==> src/rtl/sys_defs.sv <==
// Shared processor types for functional-unit result buffering.
// Also provides the branch-mask bit clear used when a branch resolves.
package sys_defs;

  typedef logic [63:0] DATA;
  typedef logic [5:0]  PHYS_REG;
  typedef logic [3:0]  B_MASK;
  typedef logic [1:0]  BS_PTR;

  localparam int ALU_BUF_DEPTH = 4;

  typedef struct packed {
    logic    live;
    PHYS_REG tag;
    DATA     result;
    B_MASK   bmask;
  } FU_BUF_ENTRY;

  function automatic B_MASK clear_bmask_bit(input B_MASK m, input logic resolved, input BS_PTR ptr);
    B_MASK r;
    r = m;
    if (resolved) r[ptr] = 1'b0;
    return r;
  endfunction

endpackage

==> src/rtl/bmask_update.sv <==
// Applies one branch resolution to a single buffered entry's mask.
// Combinational, zero latency; no flow control.
module bmask_update
  import sys_defs::*;
(
  input  B_MASK bmask,
  input  logic  resolved,
  input  logic  wrong,
  input  BS_PTR bs_ptr,
  output B_MASK bmask_next,
  output logic  kill
);

  assign bmask_next = clear_bmask_bit(bmask, resolved, bs_ptr);
  assign kill       = resolved & wrong & bmask[bs_ptr];

endmodule

==> src/rtl/alu_result_buf.sv <==
// Result FIFO between the ALU and the CDB arbiter, with branch-kill support.
// Latency 1 cycle (no bypass); head held until granted, buf_stall at DEPTH-1.
module alu_result_buf
  import sys_defs::*;
#(
  parameter int DEPTH = ALU_BUF_DEPTH,
  parameter int PTR_W = $clog2(DEPTH)
) (
  input  logic           clock,
  input  logic           reset,
  input  logic           alu_done,
  input  PHYS_REG        alu_tagDest,
  input  DATA            alu_result,
  input  B_MASK          alu_bmask,
  input  logic           br_branch_resolved,
  input  logic           br_pred_wrong,
  input  BS_PTR          br_bs_ptr,
  input  logic           cdb_grant,
  output logic           cdb_req,
  output PHYS_REG        cdb_tag,
  output DATA            cdb_result,
  output B_MASK          cdb_bmask,
  output logic           buf_stall,
  output logic [PTR_W:0] buf_count
);

  localparam logic [PTR_W:0] STALL_AT = (PTR_W+1)'(DEPTH - 1);
  localparam logic [PTR_W:0] FULL_AT  = (PTR_W+1)'(DEPTH);

  FU_BUF_ENTRY      slots [DEPTH];
  B_MASK            upd_bmask [DEPTH];
  logic [DEPTH-1:0] upd_kill;
  logic [PTR_W-1:0] head;
  logic [PTR_W-1:0] tail;
  logic [PTR_W:0]   count;
  B_MASK            in_bmask;
  logic             not_empty;
  logic             head_live;
  logic             full;
  logic             deq;
  logic             enq;

  for (genvar i = 0; i < DEPTH; i++) begin : g_slot
    bmask_update u_upd (
      .bmask      (slots[i].bmask),
      .resolved   (br_branch_resolved),
      .wrong      (br_pred_wrong),
      .bs_ptr     (br_bs_ptr),
      .bmask_next (upd_bmask[i]),
      .kill       (upd_kill[i])
    );
  end

  assign in_bmask  = clear_bmask_bit(alu_bmask, br_branch_resolved, br_bs_ptr);
  assign not_empty = (count != '0);
  assign head_live = slots[head].live;
  assign full      = (count == FULL_AT);

  assign cdb_req    = not_empty & head_live & ~upd_kill[head];
  assign cdb_tag    = slots[head].tag;
  assign cdb_result = slots[head].result;
  assign cdb_bmask  = upd_bmask[head];
  assign buf_stall  = (count >= STALL_AT);
  assign buf_count  = count;

  // Dead slots at the head retire on their own, one per cycle.
  assign deq = (cdb_req & cdb_grant) | (not_empty & ~head_live);
  assign enq = alu_done & (~full | deq);

  always_ff @(posedge clock or posedge reset) begin
    if (reset) begin
      head  <= '0;
      tail  <= '0;
      count <= '0;
      for (int i = 0; i < DEPTH; i++) slots[i] <= '0;
    end else begin
      for (int i = 0; i < DEPTH; i++) begin
        slots[i].bmask <= upd_bmask[i];
        if (upd_kill[i]) slots[i].live <= 1'b0;
      end
      if (enq) begin
        slots[tail] <= '{live: 1'b1, tag: alu_tagDest, result: alu_result, bmask: in_bmask};
        tail        <= tail + PTR_W'(1);
      end
      if (deq) head <= head + PTR_W'(1);
      case ({enq, deq})
        2'b10:   count <= count + (PTR_W+1)'(1);
        2'b01:   count <= count - (PTR_W+1)'(1);
        default: count <= count;
      endcase
    end
  end

  a_no_overflow: assert property (@(posedge clock) disable iff (reset) !(alu_done && full && !deq));

endmodule

==> config.mk <==
export PLATFORM = sky130hd
export DESIGN_NAME = alu_result_buf
export DESIGN_NICKNAME = d
export VERILOG_FILES = /design/src/rtl/sys_defs.sv /design/src/rtl/bmask_update.sv /design/src/rtl/alu_result_buf.sv
export SDC_FILE = /design/constraint.sdc
export NUM_CORES = 1
export LEC_CHECK = 0
export BUFFER_PORTS_ARGS = -buffer_cell sky130_fd_sc_hd__clkbuf_2
export CAP_MARGIN = 20
export CORE_MARGIN = 10
export CORE_UTILIZATION = 50
export DETAILED_ROUTE_END_ITERATION = 12
export PLACE_DENSITY = 0.7
export SYNTH_ARGS = -nofsm -noshare
export SYNTH_HDL_FRONTEND = slang
export SYNTH_HIERARCHICAL = 1
export SYNTH_SLANG_ARGS = --single-unit
==> constraint.sdc <==
create_clock -name clock -period 23.7 [get_ports clock]
set_input_delay 4.74 -clock clock [delete_from_list [all_inputs] [get_ports clock]]
set_output_delay 4.74 -clock clock [all_outputs]
set_load 0.1 [all_outputs]
==> results.sh <==
export IMPL_slew_headroom_pct=37.0
export IMPL_holdBufCountCts=0
export IMPL_antenna_found_initial=0
export IMPL_ys_types=36
export IMPL_drive_gt1_share_pct=56.4
export IMPL_dr_pass1_iters=6
export IMPL_final_antenna_net_count=0
export IMPL_status="complete, no violations"
export IMPL_drt_wirelength_per_cell_um=20.5
export IMPL_wl_um=29000
export IMPL_grt_setup_unrepaired="false"
export IMPL_num_rows=60
export IMPL_num_io_pins=161
export IMPL_fillerInstances=2189
export IMPL_synthCells=862
export IMPL_final_nets=1107
export IMPL_clock_fmax_mhz=86.8
export IMPL_track_usage_pct=16.6
export IMPL_grt_first_pass_wirelength_um=47200
export IMPL_critPathKind="in2out"
export IMPL_globalplace_congestion=0.834
export IMPL_post_cts_buffers=0
export IMPL_synth_top_area_share_pct=55.3
export IMPL_hold_viol_final=0
export IMPL_avgSynthCellArea_um2=16.1
export IMPL_fin_crit_sh_pct=48.6
export IMPL_drv_cap=0
export IMPL_cp_required_ps=18960
export IMPL_cts_tree="built"
export IMPL_synth_area_um2=13900
export IMPL_synth_edf_count=0
export IMPL_synthTopCellsByCount="dfrtp_1 (307), mux2_2 (273), mux4_2 (79)"
export IMPL_drtIter0Drc=362
export IMPL_initial_core_util_pct=51.2
export IMPL_grt_ovfl_total=0
export IMPL_dieArea_um2=34900
export IMPL_numCtsBuffers=36
export IMPL_ys_seq_elements=307
export IMPL_via_count=7908
export IMPL_worstPathArrival_ps=6780
export IMPL_worst_setup_path_end_kind="output pin"
export IMPL_fin_setup_tns_ps=0
export IMPL_route_detailed_drc=0
export IMPL_area_growth_pct=15.9
export IMPL_synth_seq_area_share_pct=55.3
export IMPL_grt_pass1_vias=8652
export IMPL_clock_latency_ps=500
export IMPL_synthFlopType="dfrtp_1"
export IMPL_die_w_um=187
export IMPL_ys_async_sr_fraction_pct=100
export IMPL_worst_slew_pin_slew_ps=946
export IMPL_worst_hold_path_type="reg2reg"
export IMPL_synth_fp_nets=949
export IMPL_cp_max_fo=18
export IMPL_grt_start_max_net_pins=109
export IMPL_post_cts_resized=0
export IMPL_finClkSkew_ps=13.8
export IMPL_die_h_um=187
export IMPL_setup_violations=0
export IMPL_port_buffers=160
export IMPL_cp_start_kind="primary input"
export IMPL_final_min_clock_period_ps=11520
export IMPL_vias_per_cell=5.57
export IMPL_h_tree_depth=2
export IMPL_dp_final_hpwl_um=17900
export IMPL_cts_buffer_depth=3
export IMPL_yosys_warnings=6
export IMPL_final_max_slew_viol_count=0
export IMPL_root_buffer="clkbuf_16"
export IMPL_synth_top_area_cell="dfrtp_1"
export IMPL_synth_area_leaders="dfrtp_1 (55%), mux2_2 (22%), mux4_2 (13%), buf_4 (1.3%), o21ai_0 (0.94%)"
export IMPL_yosysMostFrequentCell="dfrtp_1"
export IMPL_clk_pin_slew_ps=50
export IMPL_cts_num_sinks=307
export IMPL_coreArea_um2=27200
[layout make-up]
type	instances	area [um2]	area share [%]
Antenna cell	1	2.50	0.0155
Clock buffer	54	1060	6.57
Clock inverter	10	109	0.675
Inverter	24	97.6	0.605
Multi-Input combinational cell	477	5770	35.8
Sequential cell	307	7690	47.7
Tap cell	372	465	2.89
Timing Repair Buffer	174	926	5.74
[through the flow]
| step | area [um2] | instances | utilization [%] | worst slack [ps] | hold slack, ps |
|---|---|---|---|---|---|
| 2_1_floorplan | 13900 | 862 | - | 10470 | 459 |
| 3_3_place_gp | 14900 | 1353 | 54.9 | 12130 | 470 |
| 3_5_place_dp | 14900 | 1353 | 54.9 | 12140 | 476 |
| 4_1_cts | 16100 | 1417 | 59.2 | 12140 | 488 |
| 5_1_grt | 16100 | 1418 | 59.3 | 12050 | 505 |
| 6_report | 16100 | 1419 | 59.3 | 12180 | 481 |
[final timing paths]
check / from / end / slack [ps] / cells past startpoint
hold reg to reg: register / register / 480 / 1
setup reg to reg: head[0]$_DFFE_PP0N_ / register / 19240 / 7
hold / removal: register / register / 480 / 1
max in group asynchronous: reset / async pin / 17070 / 4
setup / recovery: br_bs_ptr[1] / cdb_req / 12180 / 8
min in group asynchronous: reset / async pin / 4340 / 2
[critical path, cell delays in order]
cell and delay [ps]:
clkbuf_2 310, mux4_2 540, and3_1 190, nand2b_1 150
o211ai_1 150, o21ai_0 100, nor2_1 100, clkbuf_2 470
[placed cells by master (no fill, tap or decap), types with 4 or more instances in the layout]
| cell | n |
|---|---|
| inv_1 | 23 |
| o21ai_0 | 26 |
| dfrtp_1 | 305 |
| nand2b_1 | 4 |
| a31oi_1 | 8 |
| buf_4 | 13 |
| mux2_1 | 10 |
| and3_1 | 4 |
| mux2_2 | 273 |
| clkbuf_2 | 160 |
| a21boi_0 | 6 |
| o311ai_4 | 4 |
| nor2_1 | 6 |
| clkbuf_16 | 37 |
| clkbuf_1 | 10 |
| clkinv_2 | 5 |
| ha_1 | 4 |
| mux4_2 | 79 |
| clkbuf_8 | 7 |
| nand2_1 | 22 |
[per-layer routing]
layer / vias to the layer above / GRT usage (%) / wire (um)
met5: - / 0 / 0
met4: 0 / 4.19 / 408
met3: 38 / 5.20 / 2040
met2: 181 / 27.3 / 14300
met1: 4154 / 20.8 / 12300
li1: 3535 / - / -
[cell families after synthesis]
logic type / share of synthesized area [%]
mux: 35.8
flops: 55.3
buf+inv: 3.25
compound gates: 3.01
simple gates: 1.88
xor+xnor: 0.315
fa+ha+maj: 0.504
Power is not shown: default switching activity piles up to over one toggle a cycle in this logic, so the estimate is an artifact.
